## config.mk

```make
export PLATFORM = sky130hd
export DESIGN_NAME = uart_mmio
export DESIGN_NICKNAME = d
export VERILOG_FILES = /design/src/rtl/uart_mmio_pkg.sv /design/src/rtl/sync_fifo.sv /design/src/rtl/uart_mmio.sv
export SDC_FILE = /design/constraint.sdc
export NUM_CORES = 1
export LEC_CHECK = 0
export CAP_MARGIN = 20
export CORE_ASPECT_RATIO = 0.7
export CORE_UTILIZATION = 46
export DETAILED_ROUTE_END_ITERATION = 16
export HOLD_SLACK_MARGIN = 0.05
export PLACE_DENSITY = 0.76
export SYNTH_ARGS = -nofsm -noshare
export SYNTH_HDL_FRONTEND = slang
export SYNTH_HIERARCHICAL = 1
export SYNTH_SLANG_ARGS = --single-unit
```

## constraint.sdc

```tcl
create_clock -name clk -period 3.15 [get_ports clk]
set_clock_uncertainty 0.1 [all_clocks]
set_input_delay 0.63 -clock clk [delete_from_list [all_inputs] [get_ports clk]]
set_output_delay 0.63 -clock clk [all_outputs]
set_load 0.02 [all_outputs]
```

## src/rtl/uart_mmio_pkg.sv

```systemverilog
// Shared definitions for the memory-mapped UART: register offsets, STATUS
// bit positions, transmitter/receiver state encodings and the baud divisor
// helper.
package uart_mmio_pkg;

  // Register offsets inside the I/O window
  localparam logic [31:0] OFS_DATA   = 32'h0000_0000;
  localparam logic [31:0] OFS_STATUS = 32'h0000_0004;

  // STATUS register bit positions
  localparam int ST_TX_FULL  = 0;
  localparam int ST_TX_EMPTY = 1;
  localparam int ST_TX_BUSY  = 2;
  localparam int ST_RX_VALID = 3;
  localparam int ST_OVF      = 4;
  localparam int ST_RX_OVR   = 5;

  typedef enum logic [1:0] {
    TX_IDLE  = 2'd0,
    TX_START = 2'd1,
    TX_DATA  = 2'd2,
    TX_STOP  = 2'd3
  } tx_state_e;

  typedef enum logic [1:0] {
    RX_IDLE  = 2'd0,
    RX_START = 2'd1,
    RX_DATA  = 2'd2,
    RX_STOP  = 2'd3
  } rx_state_e;

  // Clock cycles per bit, rounded to nearest
  function automatic int baud_div(input int clk_hz, input int baud);
    return (clk_hz + baud / 2) / baud;
  endfunction

endpackage

```

## src/rtl/sync_fifo.sv

```systemverilog
// Single-clock FIFO with power-of-two depth. Pointers wrap naturally; a push
// while full and a pop while empty are ignored. Full is based on the count
// at the edge, so a push into a full FIFO is dropped even if a pop happens
// in the same cycle.
module sync_fifo
  import uart_mmio_pkg::*;
#(
  parameter int WIDTH = 8,
  parameter int DEPTH = 8
) (
  input  logic                     clk,
  input  logic                     rst,
  input  logic                     push,
  input  logic                     pop,
  input  logic [WIDTH-1:0]         din,
  output logic [WIDTH-1:0]         dout,
  output logic                     full,
  output logic                     empty,
  output logic [$clog2(DEPTH):0]   count
);

  localparam int AW = $clog2(DEPTH);
  localparam logic [AW:0] FULL_CNT = (AW + 1)'(DEPTH);

  logic [WIDTH-1:0] mem_r [DEPTH];
  logic [AW-1:0]    wr_ptr_r;
  logic [AW-1:0]    rd_ptr_r;
  logic [AW:0]      count_r;
  logic             do_push_s;
  logic             do_pop_s;

  assign full      = (count_r == FULL_CNT);
  assign empty     = (count_r == '0);
  assign count     = count_r;
  assign dout      = mem_r[rd_ptr_r];
  assign do_push_s = push & ~full;
  assign do_pop_s  = pop & ~empty;

  // Storage array; contents are don't-care once the pointers are reset
  always_ff @(posedge clk) begin
    if (do_push_s) begin
      mem_r[wr_ptr_r] <= din;
    end
  end

  // Pointer and occupancy bookkeeping
  always_ff @(posedge clk or negedge rst) begin
    if (!rst) begin
      wr_ptr_r <= '0;
      rd_ptr_r <= '0;
      count_r  <= '0;
    end else begin
      if (do_push_s) begin
        wr_ptr_r <= wr_ptr_r + AW'(1);
      end
      if (do_pop_s) begin
        rd_ptr_r <= rd_ptr_r + AW'(1);
      end
      case ({do_push_s, do_pop_s})
        2'b10:   count_r <= count_r + (AW + 1)'(1);
        2'b01:   count_r <= count_r - (AW + 1)'(1);
        default: count_r <= count_r;
      endcase
    end
  end

endmodule

```

## src/rtl/uart_mmio.sv

```systemverilog
// Memory-mapped 8N1 UART. DATA (+0) pushes into the TX FIFO / returns the
// received byte; STATUS (+4) reports FIFO/transmitter/receiver flags and
// clears sticky error flags on write. The receiver is only built when the
// macro UART_MMIO_RX_EN is defined; otherwise all RX state reads as zero.
module uart_mmio
  import uart_mmio_pkg::*;
#(
  parameter int          CLK_HZ     = 50_000_000,
  parameter int          BAUD       = 115200,
  parameter int          FIFO_DEPTH = 8,
  parameter logic [31:0] BASE_ADDR  = 32'hFFFF_0000
) (
  input  logic        clk,
  input  logic        rst,
  input  logic [31:0] address,
  input  logic [31:0] wr_data,
  input  logic        Wr_en,
  input  logic        rd_en,
  output logic        hit,
  output logic [31:0] rd_data,
  output logic        uart_tx,
  input  logic        uart_rx
);

  localparam int DIV  = baud_div(CLK_HZ, BAUD);
  localparam int CW   = $clog2(DIV);
  localparam int FCW  = $clog2(FIFO_DEPTH) + 1;
  localparam logic [CW-1:0] BIT_LAST = CW'(DIV - 1);

  // Address decode
  logic data_sel_s, stat_sel_s, push_s, stat_wr_s;
  assign data_sel_s = (address == BASE_ADDR + OFS_DATA);
  assign stat_sel_s = (address == BASE_ADDR + OFS_STATUS);
  assign hit        = data_sel_s | stat_sel_s;
  assign push_s     = Wr_en & data_sel_s;
  assign stat_wr_s  = Wr_en & stat_sel_s;

  // TX FIFO
  logic           pop_s, fifo_full_s, fifo_empty_s;
  logic [7:0]     fifo_dout_s;
  logic [FCW-1:0] fifo_count_s;

  sync_fifo #(.WIDTH(8), .DEPTH(FIFO_DEPTH)) u_txq (
    .clk   (clk),
    .rst   (rst),
    .push  (push_s),
    .pop   (pop_s),
    .din   (wr_data[7:0]),
    .dout  (fifo_dout_s),
    .full  (fifo_full_s),
    .empty (fifo_empty_s),
    .count (fifo_count_s)
  );

  // Sticky overflow: dropped store sets it, STATUS write with bit4 clears it
  logic ovf_r;
  always_ff @(posedge clk or negedge rst) begin
    if (!rst) begin
      ovf_r <= 1'b0;
    end else if (push_s && fifo_full_s) begin
      ovf_r <= 1'b1;
    end else if (stat_wr_s && wr_data[ST_OVF]) begin
      ovf_r <= 1'b0;
    end
  end

  // ---------------- Transmitter ----------------
  tx_state_e      tx_state_r, tx_state_s;
  logic [CW-1:0]  tx_cnt_r;
  logic [2:0]     tx_idx_r;
  logic [7:0]     tx_shift_r;
  logic           tx_bit_end_s, tx_line_s;

  assign tx_bit_end_s = (tx_cnt_r == BIT_LAST);

  // TX state register
  always_ff @(posedge clk or negedge rst) begin
    if (!rst) begin
      tx_state_r <= TX_IDLE;
    end else begin
      tx_state_r <= tx_state_s;
    end
  end

  // TX next-state: each bit lasts DIV cycles, STOP chains straight into START
  always_comb begin
    tx_state_s = tx_state_r;
    case (tx_state_r)
      TX_IDLE: begin
        if (!fifo_empty_s) tx_state_s = TX_START;
        else               tx_state_s = TX_IDLE;
      end
      TX_START: begin
        if (tx_bit_end_s) tx_state_s = TX_DATA;
        else              tx_state_s = TX_START;
      end
      TX_DATA: begin
        if (tx_bit_end_s && (tx_idx_r == 3'd7)) tx_state_s = TX_STOP;
        else                                   tx_state_s = TX_DATA;
      end
      TX_STOP: begin
        if (!tx_bit_end_s)      tx_state_s = TX_STOP;
        else if (!fifo_empty_s) tx_state_s = TX_START;
        else                    tx_state_s = TX_IDLE;
      end
      default: tx_state_s = TX_IDLE;
    endcase
  end

  // TX outputs: FIFO pop strobe and next serial line level
  always_comb begin
    pop_s     = 1'b0;
    tx_line_s = 1'b1;
    case (tx_state_r)
      TX_IDLE: begin
        pop_s     = ~fifo_empty_s;
        tx_line_s = 1'b1;
      end
      TX_START: begin
        pop_s     = 1'b0;
        tx_line_s = 1'b0;
      end
      TX_DATA: begin
        pop_s     = 1'b0;
        tx_line_s = tx_shift_r[0];
      end
      TX_STOP: begin
        pop_s     = tx_bit_end_s & ~fifo_empty_s;
        tx_line_s = 1'b1;
      end
      default: begin
        pop_s     = 1'b0;
        tx_line_s = 1'b1;
      end
    endcase
  end

  // TX datapath: bit timer, bit index and shift register
  always_ff @(posedge clk or negedge rst) begin
    if (!rst) begin
      tx_cnt_r   <= '0;
      tx_idx_r   <= 3'd0;
      tx_shift_r <= 8'd0;
    end else if (pop_s) begin
      tx_cnt_r   <= '0;
      tx_idx_r   <= 3'd0;
      tx_shift_r <= fifo_dout_s;
    end else if (tx_state_r != TX_IDLE) begin
      if (tx_bit_end_s) begin
        tx_cnt_r <= '0;
        if (tx_state_r == TX_DATA) begin
          tx_shift_r <= {1'b0, tx_shift_r[7:1]};
          tx_idx_r   <= tx_idx_r + 3'd1;
        end
      end else begin
        tx_cnt_r <= tx_cnt_r + CW'(1);
      end
    end
  end

  // Registered serial output; reset forces the line idle immediately
  always_ff @(posedge clk or negedge rst) begin
    if (!rst) begin
      uart_tx <= 1'b1;
    end else begin
      uart_tx <= tx_line_s;
    end
  end

  // ---------------- Receiver ----------------
  logic       rx_valid_s, rx_ovr_s;
  logic [7:0] rx_byte_s;

`ifdef UART_MMIO_RX_EN
  localparam logic [CW-1:0] BIT_HALF = CW'(DIV / 2);

  rx_state_e     rx_state_r, rx_state_s;
  logic          rx_meta_r, rx_sync_r, rx_prev_r;
  logic [CW-1:0] rx_cnt_r;
  logic [2:0]    rx_idx_r;
  logic [7:0]    rx_shift_r, rx_byte_r;
  logic          rx_valid_r, rx_ovr_r;
  logic          rx_mid_s, rx_end_s, rx_done_s;

  assign rx_mid_s = (rx_cnt_r == BIT_HALF);
  assign rx_end_s = (rx_cnt_r == BIT_LAST);

  // Two-flop synchroniser plus one delayed copy for edge detection
  always_ff @(posedge clk or negedge rst) begin
    if (!rst) begin
      rx_meta_r <= 1'b1;
      rx_sync_r <= 1'b1;
      rx_prev_r <= 1'b1;
    end else begin
      rx_meta_r <= uart_rx;
      rx_sync_r <= rx_meta_r;
      rx_prev_r <= rx_sync_r;
    end
  end

  // RX state register
  always_ff @(posedge clk or negedge rst) begin
    if (!rst) begin
      rx_state_r <= RX_IDLE;
    end else begin
      rx_state_r <= rx_state_s;
    end
  end

  // RX next-state: glitchy starts (high at mid-bit) fall back to idle
  always_comb begin
    rx_state_s = rx_state_r;
    case (rx_state_r)
      RX_IDLE: begin
        if (rx_prev_r && !rx_sync_r) rx_state_s = RX_START;
        else                         rx_state_s = RX_IDLE;
      end
      RX_START: begin
        if (!rx_mid_s)     rx_state_s = RX_START;
        else if (rx_sync_r) rx_state_s = RX_IDLE;
        else               rx_state_s = RX_DATA;
      end
      RX_DATA: begin
        if (rx_end_s && (rx_idx_r == 3'd7)) rx_state_s = RX_STOP;
        else                               rx_state_s = RX_DATA;
      end
      RX_STOP: begin
        if (rx_end_s) rx_state_s = RX_IDLE;
        else          rx_state_s = RX_STOP;
      end
      default: rx_state_s = RX_IDLE;
    endcase
  end

  // RX output: a byte is delivered only when its stop sample is high
  always_comb begin
    rx_done_s = 1'b0;
    case (rx_state_r)
      RX_STOP: rx_done_s = rx_end_s & rx_sync_r;
      default: rx_done_s = 1'b0;
    endcase
  end

  // RX datapath: sample timer, bit index and shift register
  always_ff @(posedge clk or negedge rst) begin
    if (!rst) begin
      rx_cnt_r   <= '0;
      rx_idx_r   <= 3'd0;
      rx_shift_r <= 8'd0;
    end else begin
      case (rx_state_r)
        RX_START: begin
          rx_idx_r <= 3'd0;
          if (rx_mid_s) rx_cnt_r <= '0;
          else          rx_cnt_r <= rx_cnt_r + CW'(1);
        end
        RX_DATA: begin
          if (rx_end_s) begin
            rx_cnt_r   <= '0;
            rx_shift_r <= {rx_sync_r, rx_shift_r[7:1]};
            rx_idx_r   <= rx_idx_r + 3'd1;
          end else begin
            rx_cnt_r <= rx_cnt_r + CW'(1);
          end
        end
        RX_STOP: begin
          if (rx_end_s) rx_cnt_r <= '0;
          else          rx_cnt_r <= rx_cnt_r + CW'(1);
        end
        default: rx_cnt_r <= '0;
      endcase
    end
  end

  // RX holding register and flags; a completing byte beats a clearing read
  always_ff @(posedge clk or negedge rst) begin
    if (!rst) begin
      rx_byte_r  <= 8'd0;
      rx_valid_r <= 1'b0;
      rx_ovr_r   <= 1'b0;
    end else begin
      if (rx_done_s) begin
        rx_byte_r  <= rx_shift_r;
        rx_valid_r <= 1'b1;
      end else if (rd_en && data_sel_s) begin
        rx_valid_r <= 1'b0;
      end
      if (rx_done_s && rx_valid_r) begin
        rx_ovr_r <= 1'b1;
      end else if (stat_wr_s && wr_data[ST_RX_OVR]) begin
        rx_ovr_r <= 1'b0;
      end
    end
  end

  assign rx_valid_s = rx_valid_r;
  assign rx_ovr_s   = rx_ovr_r;
  assign rx_byte_s  = rx_byte_r;
`else
  logic unused_rx_s;
  assign unused_rx_s = ^{uart_rx, rd_en, wr_data[ST_RX_OVR]};
  assign rx_valid_s  = 1'b0;
  assign rx_ovr_s    = 1'b0;
  assign rx_byte_s   = 8'd0;
`endif

  logic unused_common_s;
  assign unused_common_s = ^{wr_data[31:8], fifo_count_s};

  // Read mux: purely combinational from address and registered state
  logic [31:0] status_s;
  assign status_s = {26'd0, rx_ovr_s, ovf_r, rx_valid_s,
                     (tx_state_r != TX_IDLE), fifo_empty_s, fifo_full_s};

  always_comb begin
    rd_data = 32'd0;
    if (stat_sel_s) begin
      rd_data = status_s;
    end else if (data_sel_s) begin
      rd_data = {24'd0, rx_byte_s};
    end else begin
      rd_data = 32'd0;
    end
  end

endmodule

```

# Yosys cells after proc, flatten, opt, wreduce, memory -nomap -nowiden
# Memories as Yosys holds them, arrays and structs flattened.
# Index checks and enable logic that the tools add are counted.
# totals
ff_bits,34
ramBits,64
in_bits,69
out_inout_bits,34
wordCells,72
n_memories,1
# mem_list
name,words,width,read_ports,rd_clocked_by_memory_dff,wr,line,rtl
u_txq.mem_r,8,8,1,0,1,sync_fifo.sv:25,logic [WIDTH-1:0] mem_r [DEPTH];
# classes
add_sub_neg,6
n_eq_ne,10
mux,24
bitwise,8
n_reduce_logical,14
# op_table
op,count
$eq A32 B32 Y1 const B,2
$mux W8,4
$mux W9,3
$mux W3,4
$reduce_bool A2 Y1,6
$add A3 B1 Y3 const B,3
$add A9 B1 Y9 const B,1
$eq A9 B9 Y1 const B,1
$pmux W2 S4,1
$pmux W4 S2,1
$eq A2 B2 Y1 const B,3
$mux W1,6
$pmux W1 S3,2
$and A1 B1 Y1,5
$mux W5,1
$add A4 B1 Y4 const B,1
$eq A2 B1 Y1 const B,2
$eq A4 B4 Y1 const B,1
$logic_not A4 Y1,1
$mux W2,2
$reduce_or A2 Y1,2
$sub A4 B1 Y4 const B,1
$eq A3 B3 Y1 const B,1
$logic_and A1 B1 Y1,3
4 further kinds,5

# Longest topological paths before layout
# Gate-level depths: netlist of the first run.
# logic_depth
ltp_word,7
depth_mapped,13
depth_no_buf,12

# Modules after synthesis
# The synthesis of the first run kept the hierarchy.
# modules_own_cells
module,n_inst,cells_per_inst,area_each_um2,seq_area_each_um2
sync_fifo,1,160,3124.2,2172.1
uart_mmio,1,174,1681.6,601.8

# Least setup slack after synthesis of the first run
# Ideal clock, no wire load.
# synth_path
path_kind,register -> register
startpoint,register tx_cnt_r[3]
endpoint,register u_txq.count_r[3] (netlist: u_txq/count[3])
setup_ns,0.134
arrival_time_ns,3.103
required_ns,2.916
setup_slack_ns,-0.187
path_stages_with_launch,12
n_path_buf,1
synth_period_minus_slack_ns,3.337
cell_sequence,dfrtp_1 -> nor4b_1 -> a31oi_1 -> nor2_1 -> clkbuf_1 -> o41ai_1 -> inv_1 -> ha_1 -> ha_1 -> or4b_2 -> o311ai_0 -> o211ai_1
# synth_via
elab_chain_len,6
elab_cells_between_ends,8
cone_classes,eq/ne: 3; mux: 2; bitwise: 2; reduce/logical: 1
# synth_rtl
element,line,rtl
"start, declared",uart_mmio.sv:69,logic [CW-1:0] tx_cnt_r;
"start signal, assigned",uart_mmio.sv:156,tx_cnt_r <= tx_cnt_r + CW'(1);
$eq A9 B9 Y1 (*),uart_mmio.sv:74,assign tx_bit_end_s = (tx_cnt_r == BIT_LAST);
$and A1 B1 Y1 (*),uart_mmio.sv:128,pop_s = tx_bit_end_s & ~fifo_empty_s;
$pmux W1 S3 (*),uart_mmio.sv:114,case (tx_state_r)
via pop_s,uart_mmio.sv:39,"logic pop_s, fifo_full_s, fifo_empty_s;"
$and A1 B1 Y1 (*),sync_fifo.sv:37,assign do_pop_s = pop & ~empty;
via u_txq.do_pop_s,sync_fifo.sv:30,logic do_pop_s;
$eq A2 B1 Y1 / $eq A2 B2 Y1 (equally long branches),sync_fifo.sv:59,"case ({do_push_s, do_pop_s})"
$pmux W4 S2 / $reduce_bool A2 Y1 (equally long branches),n/a,
"end signal, assigned",sync_fifo.sv:60,2'b10: count_r <= count_r + (AW + 1)'(1);
"end signal, assigned",sync_fifo.sv:61,2'b01: count_r <= count_r - (AW + 1)'(1);
"end signal, assigned",sync_fifo.sv:62,default: count_r <= count_r;
"end, declared",sync_fifo.sv:28,logic [AW:0] count_r;
# The timed path passes the listed nets; every way through them passes the cells marked *.
# A chain may end at the register's enable or synchronous reset.

# Worst setup path in the final report of the first run
# layout_path
startpoint,input address[31]
endpoint,output hit
# layout_via
elab_chain_len,2
elab_cells_between_ends,3
cone_classes,eq/ne: 2; bitwise: 1
# layout_rtl
element,line,rtl
"start, declared",uart_mmio.sv:15,"input logic [31:0] address,"
$eq A32 B32 Y1 (on tied branches),"uart_mmio.sv:32, uart_mmio.sv:33",
$or A1 B1 Y1 (*),uart_mmio.sv:34,assign hit = data_sel_s | stat_sel_s;
"end, declared",uart_mmio.sv:19,"output logic hit,"
# Mark *: on every way between the ends. The rest lies on a longest branch, timed or not.

==> results.sh, run 1 <==
export IMPL_status="complete, no violations"
export IMPL_cts_hold_buffers=0
export IMPL_setup_violations=0
export IMPL_cts_sinks=98
export IMPL_switching_share_pct=22.3
export IMPL_fillerInstances=763
export IMPL_gr_total_overflow=0
export IMPL_wirelength_mm=9.18
export IMPL_path_clk_slew_ns=0.07
export IMPL_p_leak_nw=2.29
export IMPL_die_y_um=87.5
export IMPL_ant_nets=0
export IMPL_combPwrFrac_pct=4.3
export IMPL_fin_area_mm2=0.00587
export IMPL_finalMaxSlewViolations=0
export IMPL_cts_root_buffer="clkbuf_16"
export IMPL_drt_initial_drc_count=202
export IMPL_core_rowCount=30
export IMPL_core_area_mm2=0.00991
export IMPL_required_ns=2.42
export IMPL_power_frac_clock_pct=41.9
export IMPL_synthDistinctLibCells=53
export IMPL_nNetsFinal=497
export IMPL_pin_count=103
export IMPL_slew_limit_headroom_pct=51.6
export IMPL_grt_pass1_vias=2971
export IMPL_clockBufferDepth=2
export IMPL_intPower_mw=1.98
export IMPL_met1Wirelength_mm=4.00
export IMPL_highest_signal_layer="met4"
export IMPL_clock_latency_ns=0.34
export IMPL_cap_violations=0
export IMPL_layout_common_cells="64 x edfxtp_1, 43 x clkdlybuf4s50_1, 33 x dfrtp_1"
export IMPL_power_mw=2.55
export IMPL_via_per_inst=5.38
export IMPL_layout_drive_gt1_share_pct=21.8
export IMPL_portBuffers=48
export IMPL_crit_type="input port to output pin"
export IMPL_routabilityCongestion=0.831
export IMPL_fin_crit_ns=3.04
export IMPL_worst_pin_slew_ns=0.725
export IMPL_grt_max_degree=35
export IMPL_grt_use_total_pct=18.4
export IMPL_cts_tree="built"
export IMPL_final_common_cell="edfxtp_1"
export IMPL_synthFlopType="edfxtp_1"
export IMPL_initial_utilization_pct=48.5
export IMPL_dieArea_mm2=0.0109
export IMPL_cts_buffers=9
export IMPL_power_density_mw_per_mm2=434
export IMPL_crit_fanout=6
export IMPL_place_area_mm2=0.00551
export IMPL_synth_edf_count=64
export IMPL_synth_async_reset_ratio_pct=34.7
export IMPL_rsz0062_at_grt="false"
export IMPL_power_frac_seq_pct=53.8
export IMPL_fin_util_pct=59.3
export IMPL_syn_area_mm2=0.00481
export IMPL_worstPathArrival_ns=2.31
export IMPL_antenna_cells=0
export IMPL_syn_inst=334
export IMPL_start_kind="input port"
export IMPL_syn2layout_area_growth_pct=22.2
export IMPL_power_net_switching_mw=0.570
export IMPL_ys_ff_latch=98
export IMPL_fmax_mhz=329
export IMPL_grt_pass1_wl_mm=14.7
export IMPL_rrSetupSlack_ns=0.26
export IMPL_wl_per_cell_um=16.8
export IMPL_drtPass1Iterations=4
export IMPL_met3_length_um=517
export IMPL_peakVddDrop_uv=374
export IMPL_post_route_period_util_pct=96.6
export IMPL_ys_seq_area_share_pct=57.7
export IMPL_hold_viol=0
export IMPL_antenna_found_initial=0
export IMPL_num_vias=2940
export IMPL_yosysWarnings=6
export IMPL_die_w_um=124
export IMPL_hold_class="flop to flop"
export IMPL_cts_htree_levels=3
export IMPL_drc=0
export IMPL_dr_wl_met2_mm=4.58
export IMPL_end_kind="output pin"
export IMPL_hpwlAfterDp_mm=6.23
export IMPL_avgSynthCellArea_um2=14.4
-- per-layer routing --
metal | up-vias | GRT usage, %
met1 | 1445 | 23.0
met3 | 9 | 5.89
met5 | - | 0
li1 | 1379 | -
met4 | 0 | 4.44
met2 | 107 | 31.3
-- path summary, 6_finish.rpt --
check	start	end	depth (start not counted)
worst min register to register	tx_shift_r[0]$_DFFE_PN0P_	uart_tx$_DFF_PN1_	2
min in group asynchronous	rst	u_txq/wr_ptr_r[2]$_DFFE_PN0P_	2
worst max-delay path	address[31]	hit	7
max in group asynchronous	rst	uart_tx$_DFF_PN1_	2
worst min-delay path	tx_shift_r[0]$_DFFE_PN0P_	uart_tx$_DFF_PN1_	2
worst max register to register	tx_cnt_r[1]$_DFFE_PN0P_	u_txq/count[3]$_DFFE_PN0P_	13
-- worst max-delay path, cell delays in order --
cell and delay (ns):
clkdlybuf4s50_1 0.47, nand4_1 0.15, nor4_4 0.32, buf_4 0.16, and2_2 0.19, buf_4 0.11
clkdlybuf4s15_1 0.28
-- cells in the mapped netlist, drive strengths merged (2+ instances only) --
master,instances,share of area [%]
mux2i,3,0.62
o211ai,4,0.62
dfrtp,33,17
edfxtp,64,40
xnor2,8,1.5
clkbuf,4,0.31
mux4,16,8.7
nor2,16,1.2
o21ai,3,0.31
nor4,6,1.1
a21oi,9,0.94
or4b,3,0.78
nand2b,4,0.52
inv,13,1.0
mux2,25,5.9
nand3,12,1.2
and3,7,0.91
nand4,4,0.52
nand2,17,1.3
buf,35,5.6
or3,2,0.26
and4,3,0.55
ha,14,3.6
nor3,4,0.42
nor4b,2,0.36
nor3b,3,0.47
-- flip-flops by register name, summed over array words and instances, names as in the netlist, 2 cells and up --
register / cells
tx_idx_r: 3
tx_state_r: 2
u_txq/wr_ptr_r: 3
u_txq/mem_r: 64
tx_cnt_r: 9
tx_shift_r: 8
u_txq/count: 4
u_txq/rd_ptr_r: 3
-- per-stage QoR --
| stage | worst slack [ns] | hold WS (ns) | cells | setup TNS (ns) |
|---|---|---|---|---|
| floorplan | 0.00803 | 0.234 | 361 | 0 |
| global route | 0.0201 | 0.464 | 546 | 0 |
| global placement | -0.315 | 0.401 | 529 | -1.58 |
| CTS | 0.000365 | 0.414 | 546 | 0 |
| finish | 0.106 | 0.408 | 546 | 0 |
| detailed placement | -0.415 | 0.399 | 529 | -1.95 |
-- repair_timing --
action	4_1_cts	5_1_grt
resized for setup	17	17
endpoints found under the setup margin	6	6
pin swaps	6	8
buffers inserted	1	0
-- power by group through the flow --
stage	sequential [mW]	combinational, mW	clock, mW
floorplan	1.40	0.0582	0
global placement	1.40	0.104	0
detailed placement	1.40	0.108	0
CTS	1.37	0.108	1.10
global route	1.37	0.120	1.14
finish	1.37	0.110	1.07
-- cell type report --
| cell class | count | area, µm² | share of cell area, % |
|---|---|---|---|
| clock buffers | 9 | 225 | 3.83 |
| clock inverters | 7 | 71.3 | 1.21 |
| inverters | 13 | 48.8 | 0.831 |
| flip-flops and latches | 98 | 2770 | 47.2 |
| repair buffers | 80 | 701 | 11.9 |
| well taps | 128 | 160 | 2.73 |
| multi-input cells | 211 | 1890 | 32.2 |
-- kinds of logic (layout without fill, tap and decap cells) --
| logic type | Yosys count | in the layout | share of synthesized area, % |
|---|---|---|---|
| buffers and inverters | 52 | 109 | 6.98 |
| AO/OA/AOI/OAI | 29 | 29 | 4.17 |
| XOR/XNOR | 9 | 9 | 1.64 |
| multiplexers | 44 | 44 | 15.2 |
| adder cells (fa/ha/maj) | 15 | 15 | 4.06 |
| AND/OR/NAND/NOR | 86 | 86 | 10.1 |
| flip-flops | 98 | 98 | 57.7 |
| other | 1 | 28 | 0.0780 |
Power figures use the tool's default switching activity.
==> run 2: changes to the inputs <==
--- a/config.mk
+++ b/config.mk
@@ -7,10 +7,10 @@
 export LEC_CHECK = 0
 export CAP_MARGIN = 20
 export CORE_ASPECT_RATIO = 0.7
-export CORE_UTILIZATION = 46
+export CORE_UTILIZATION = 40
 export DETAILED_ROUTE_END_ITERATION = 16
 export HOLD_SLACK_MARGIN = 0.05
-export PLACE_DENSITY = 0.76
+export PLACE_DENSITY = 0.68
 export SYNTH_ARGS = -nofsm -noshare
 export SYNTH_HDL_FRONTEND = slang
 export SYNTH_HIERARCHICAL = 1
==> results.sh, run 2 (synthesis results as in run 1) <==
export IMPL_status="complete, no violations"
export IMPL_critical_path_depth=8
export IMPL_layout_drive_gt1_share_pct=21.4
export IMPL_hold_slack_ns=0.405
export IMPL_setup_worst_path_end="rd_data[4]"
export IMPL_routabilityCongestion=0.868
export IMPL_wl_per_cell_um=15.1
export IMPL_largest_reg_flops=64
export IMPL_worst_pin_slew_ns=0.755
export IMPL_hpwlAfterDp_mm=6.12
export IMPL_critPathSlowestCell="clkdlybuf4s50_1"
export IMPL_slew_limit_headroom_pct=49.7
export IMPL_worst_path_buf_inv=4
export IMPL_worstPathArrival_ns=2.31
export IMPL_post_route_period_util_pct=96.6
export IMPL_clock_latency_ns=0.34
export IMPL_place_ws_ns=-0.531
export IMPL_hold_viol=0
export IMPL_fin_crit_ns=3.04
export IMPL_grt_pass1_vias=2869
export IMPL_reg_top3="u_txq/mem_r (64), tx_cnt_r (9), tx_shift_r (8)"
export IMPL_rsz0062_at_grt="false"
export IMPL_crit_fanout=6
export IMPL_rr_endpoint="u_txq/count[3]$_DFFE_PN0P_"
export IMPL_finalMaxSlewViolations=0
export IMPL_critPathMaxStageDelay_ns=0.47
export IMPL_drtPass1Iterations=5
export IMPL_cts_htree_levels=3
export IMPL_crit_type="input port to output pin"
export IMPL_cts_buffers=9
export IMPL_syn2layout_area_growth_pct=23.3
export IMPL_clockBufferDepth=2
export IMPL_ant_nets=0
export IMPL_critical_path_top_delay_family="buffers and inverters"
export IMPL_gr_total_overflow=0
export IMPL_cts_hold_buffers=0
export IMPL_power_mw=2.54
export IMPL_nNetsFinal=499
export IMPL_top_register="u_txq/mem_r"
export IMPL_start_kind="input port"
export IMPL_grt_use_total_pct=15.3
export IMPL_path_cells="clkdlybuf4s50_1 > nand4_1 > nor4_2 > buf_4 > buf_4 > and2_4 > and3_1 > clkdlybuf4s15_2"
export IMPL_cts_sinks=98
export IMPL_p_leak_nw=2.28
export IMPL_final_common_cell="edfxtp_1"
export IMPL_r2r_start="tx_cnt_r[1]$_DFFE_PN0P_"
export IMPL_crit_start="address[17]"
export IMPL_grt_max_degree=35
export IMPL_portBuffers=48
export IMPL_cts_tree="built"
export IMPL_required_ns=2.42
export IMPL_grt_pass1_wl_mm=14.3
export IMPL_reg2reg_depth=12
export IMPL_dieArea_mm2=0.0125
export IMPL_via_per_inst=4.96
export IMPL_antenna_cells=0
export IMPL_drt_initial_drc_count=133
export IMPL_hold_class="flop to flop"
export IMPL_num_vias=2864
export IMPL_core_rowCount=33
export IMPL_core_area_mm2=0.0117
export IMPL_end_kind="output pin"
export IMPL_setup_violations=0
export IMPL_die_w_um=133
export IMPL_cap_violations=0
export IMPL_die_y_um=93.7
export IMPL_fmax_mhz=329
export IMPL_layout_common_cells="64 x edfxtp_1, 43 x clkdlybuf4s50_1, 33 x dfrtp_1, 33 x buf_4, 28 x conb_1"
export IMPL_path_clk_slew_ns=0.07
export IMPL_power_density_mw_per_mm2=428
export IMPL_cts_root_buffer="clkbuf_16"
export IMPL_peakVddDrop_uv=273
export IMPL_antenna_found_initial=0
export IMPL_rrSetupSlack_ns=0.24
export IMPL_pin_count=103
export IMPL_layout_setup_ws_ns=0.107
export IMPL_wirelength_mm=8.73
export IMPL_fin_setup_tns_ns=0
export IMPL_cpMostUsedCell="buf_4"
export IMPL_fin_util_pct=50.7
export IMPL_initial_utilization_pct=41.1
export IMPL_drc=0
## run 2: cell types whose count changed in the layout (fill, tap and decap cells not counted), sizes merged
cell           change
clkdlybuf4s15      +2
clkinv             -2
inv                +2
## run 2: stage by stage
step	instances	instance area, µm²
2_1_floorplan	361	4920
3_3_place_gp	559	5550
3_5_place_dp	559	5550
4_1_cts	577	5890
5_1_grt	577	5930
6_report	577	5930
## run 2: power breakdown
part           switching (mW)  total (mW)  internal [mW]
clock                   0.501        1.06          0.559
combinational          0.0569       0.105         0.0478
sequential      0.00000000102        1.37           1.37
total                   0.558        2.54           1.98
## run 2: layout make-up
type | instances | area, µm²
multi-input combinational | 211 | 1880
clock inverter | 7 | 67.6
sequential | 98 | 2770
timing repair buffer | 82 | 732
clock buffer | 9 | 225
fill | 976 | 5760
inverter | 13 | 48.8
tap | 157 | 196
## run 2: timing repair
| action | CTS | global route |
|---|---|---|
| resized for setup | 19 | 10 |
| cloned | 0 | 0 |
| pin swaps | 5 | 5 |
| buffers inserted | 2 | 0 |
| setup endpoints to repair | 6 | 6 |
## run 2: worst min path at each step
stage / start / endpoint / slack, ns / cells after the start
after detailed placement: tx_shift_r[0]$_DFFE_PN0P_ / uart_tx$_DFF_PN1_ / 0.40 / 2
after global placement: tx_shift_r[0]$_DFFE_PN0P_ / uart_tx$_DFF_PN1_ / 0.40 / 2
after floorplan: rst / ovf_r$_DFFE_PN0P_ / 0.23 / 0
after global routing: tx_shift_r[0]$_DFFE_PN0P_ / uart_tx$_DFF_PN1_ / 0.45 / 2
after CTS: tx_shift_r[0]$_DFFE_PN0P_ / uart_tx$_DFF_PN1_ / 0.41 / 2
final: tx_shift_r[0]$_DFFE_PN0P_ / uart_tx$_DFF_PN1_ / 0.40 / 2
## run 2: worst register-to-register path, cell delays in order (launching register included)
cell      delay [ns]
dfrtp_1         0.39
inv_1           0.07
ha_1            0.21
and4_1          0.19
a31oi_2         0.23
nor2_1          0.08
o41ai_1         0.13
inv_1           0.22
ha_4            0.23
ha_4            0.21
or4b_4          0.51
o311ai_2        0.10
o211ai_1        0.12
## run 2: layer usage
layer,wire [µm],GRT usage [%],vias to the layer above
li1,-,-,1387
met1,4000,19.7,1379
met2,4180,25.6,94
met3,515,3.94,4
met4,33,4.50,0
met5,0,0,-
==> run 3: changes to the inputs <==
==> constraint.sdc (replaced) <==
create_clock -name clk -period 3.15 [get_ports clk]
set_clock_uncertainty 0.1 [all_clocks]
set_input_delay 0.4725 -clock clk [delete_from_list [all_inputs] [get_ports clk]]
set_output_delay 0.4725 -clock clk [all_outputs]
set_load 0.02 [all_outputs]
==> results.sh, run 3 (synthesis results as in run 1) <==
export IMPL_status="complete, no violations"
export IMPL_start_kind="flop"
export IMPL_final_common_cell="edfxtp_1"
export IMPL_cap_violations=0
export IMPL_pin_count=103
export IMPL_core_area_mm2=0.0117
export IMPL_critPathMaxStageDelay_ns=0.63
export IMPL_rsz0062_at_grt="true"
export IMPL_required_ns=3.26
export IMPL_cts_htree_levels=3
export IMPL_hold_viol=0
export IMPL_cts_root_buffer="clkbuf_16"
export IMPL_wirelength_mm=8.60
export IMPL_fin_crit_ns=3.04
export IMPL_crit_type="flop to flop"
export IMPL_peakVddDrop_uv=285
export IMPL_drc=0
export IMPL_antenna_found_initial=0
export IMPL_num_vias=2894
export IMPL_worstPathArrival_ns=3.15
export IMPL_end_kind="flop"
export IMPL_wl_per_cell_um=15.0
export IMPL_rr_endpoint="u_txq/count[3]$_DFFE_PN0P_"
export IMPL_top_register="u_txq/mem_r"
export IMPL_clockBufferDepth=2
export IMPL_gr_total_overflow=0
export IMPL_multi_input_area_mm2=0.00183
export IMPL_fillerInstances=963
export IMPL_via_per_inst=5.05
export IMPL_layout_drive_gt1_share_pct=18.3
export IMPL_fin_util_pct=50.1
export IMPL_drt_initial_drc_count=169
export IMPL_drtPass1Iterations=4
export IMPL_die_w_um=133
export IMPL_path_clk_slew_ns=0.07
export IMPL_cts_hold_buffers=0
export IMPL_reg2reg_depth=10
export IMPL_cts_sinks=98
export IMPL_die_y_um=93.7
export IMPL_rrSetupSlack_ns=0.11
export IMPL_syn2layout_area_growth_pct=21.8
export IMPL_cpMostUsedCell="ha_1"
export IMPL_power_density_mw_per_mm2=437
export IMPL_fin_setup_tns_ns=0
export IMPL_hpwlAfterDp_mm=5.85
export IMPL_cts_tree="built"
export IMPL_setup_worst_path_end="u_txq/count[3]$_DFFE_PN0P_"
export IMPL_initial_utilization_pct=41.1
export IMPL_portBuffers=48
export IMPL_grt_pass1_wl_mm=13.9
export IMPL_nNetsFinal=495
export IMPL_clock_latency_ns=0.34
export IMPL_post_route_period_util_pct=96.6
export IMPL_slew_limit_headroom_pct=52.0
export IMPL_antenna_cells=0
export IMPL_grt_pass1_vias=2777
export IMPL_largest_reg_flops=64
export IMPL_cts_buffers=9
export IMPL_r2r_start="tx_cnt_r[3]$_DFFE_PN0P_"
export IMPL_routabilityCongestion=0.774
export IMPL_reg_top3="u_txq/mem_r (64), tx_cnt_r (9), tx_shift_r (8)"
export IMPL_worst_pin_slew_ns=0.719
export IMPL_fmax_mhz=329
export IMPL_hold_slack_ns=0.417
export IMPL_crit_fanout=3
export IMPL_path_cells="nor4b_2 > a31oi_2 > nor2_1 > o41ai_2 > inv_1 > ha_1 > ha_1 > or4b_2 > o311ai_1 > o211ai_1"
export IMPL_hold_class="flop to flop"
export IMPL_dieArea_mm2=0.0125
export IMPL_critPathSlowestCell="or4b_2"
export IMPL_final_seq_area_mm2=0.00277
export IMPL_p_leak_nw=2.30
export IMPL_layout_common_cells="64 x edfxtp_1, 43 x clkdlybuf4s50_1, 33 x dfrtp_1"
export IMPL_finalMaxSlewViolations=0
export IMPL_grt_max_degree=35
export IMPL_core_rowCount=33
export IMPL_grt_use_total_pct=14.8
export IMPL_setup_violations=0
export IMPL_crit_start="tx_cnt_r[3]$_DFFE_PN0P_"
export IMPL_ant_nets=0
-- run 3: cell count changes in the layout (fill, tap and decap cells not counted), moves of 2 or more --
cell	previous run	this run
buf_2	2	0
buf_4	33	30
clkdlybuf4s15_2	2	0
dlygate4sd2_1	0	4
ha_1	11	14
ha_4	3	0
inv_6	2	0
-- run 3: critical path: cells and delay by family, from the launching register on --
family	cells	cell delay, ns
buffers and inverters	1	0.13
AND/OR/NAND/NOR	3	1.28
flip-flops	1	0.40
AO/OA/AOI/OAI	4	0.56
adder cells (fa/ha/maj)	2	0.44
-- run 3: through the flow --
step           instance area (µm²)  total power, mW  setup slack [ns]  std cells
6_report                      5860             2.56             0.107        573
5_1_grt                       5860             2.65           -0.0246        573
4_1_cts                       5810             2.60           0.00286        571
3_5_place_dp                  5510             1.50            -0.349        555
3_3_place_gp                  5510             1.50            -0.311        555
2_1_floorplan                 4910             1.46           0.00803        361
-- run 3: worst min-delay path by stage --
| stage | from | endpoint | slack, ns | depth (start not counted) |
|---|---|---|---|---|
| after CTS | tx_shift_r[0]$_DFFE_PN0P_ | uart_tx$_DFF_PN1_ | 0.42 | 2 |
| after detailed placement | tx_shift_r[0]$_DFFE_PN0P_ | uart_tx$_DFF_PN1_ | 0.41 | 2 |
| after floorplan | rst | ovf_r$_DFFE_PN0P_ | 0.08 | 0 |
| after global placement | u_txq/wr_ptr_r[0]$_DFFE_PN0P_ | u_txq/wr_ptr_r[0]$_DFFE_PN0P_ | 0.40 | 1 |
| after global routing | tx_shift_r[0]$_DFFE_PN0P_ | uart_tx$_DFF_PN1_ | 0.44 | 2 |
| final | tx_shift_r[0]$_DFFE_PN0P_ | uart_tx$_DFF_PN1_ | 0.42 | 2 |
-- run 3: where the power goes --
group	internal (mW)	switching (mW)	total, mW
Sequential	1.37	0.00000000101	1.37
Clock	0.567	0.518	1.08
Combinational	0.0478	0.0564	0.104
-- run 3: metal layers --
metal  wire length, µm  GRT usage (%)  part of all wire [%]  vias to the layer above
met4                89           4.50                   1.0                        0
met5                 0              0                     0                        -
li1                  -              -                     -                     1373
met1              4000           19.1                    46                     1422
met3               425           3.45                   4.9                       10
met2              4090           24.9                    48                       89
-- run 3: layout make-up --
cell class / count / share of cell area (%)
clock buffers: 9 / 3.85
clock inverters: 7 / 1.35
inverters: 13 / 0.833
multi-input cells: 211 / 31.2
flip-flops and latches: 98 / 47.4
well taps: 157 / 3.35
repair buffers: 78 / 12.0
-- run 3: what timing repair did --
| item | CTS | global route |
|---|---|---|
| gates resized for setup | 4 | 7 |
| setup endpoints to repair | 4 | 2 |
| setup buffers | 0 | 2 |
| pin swaps | 0 | 3 |
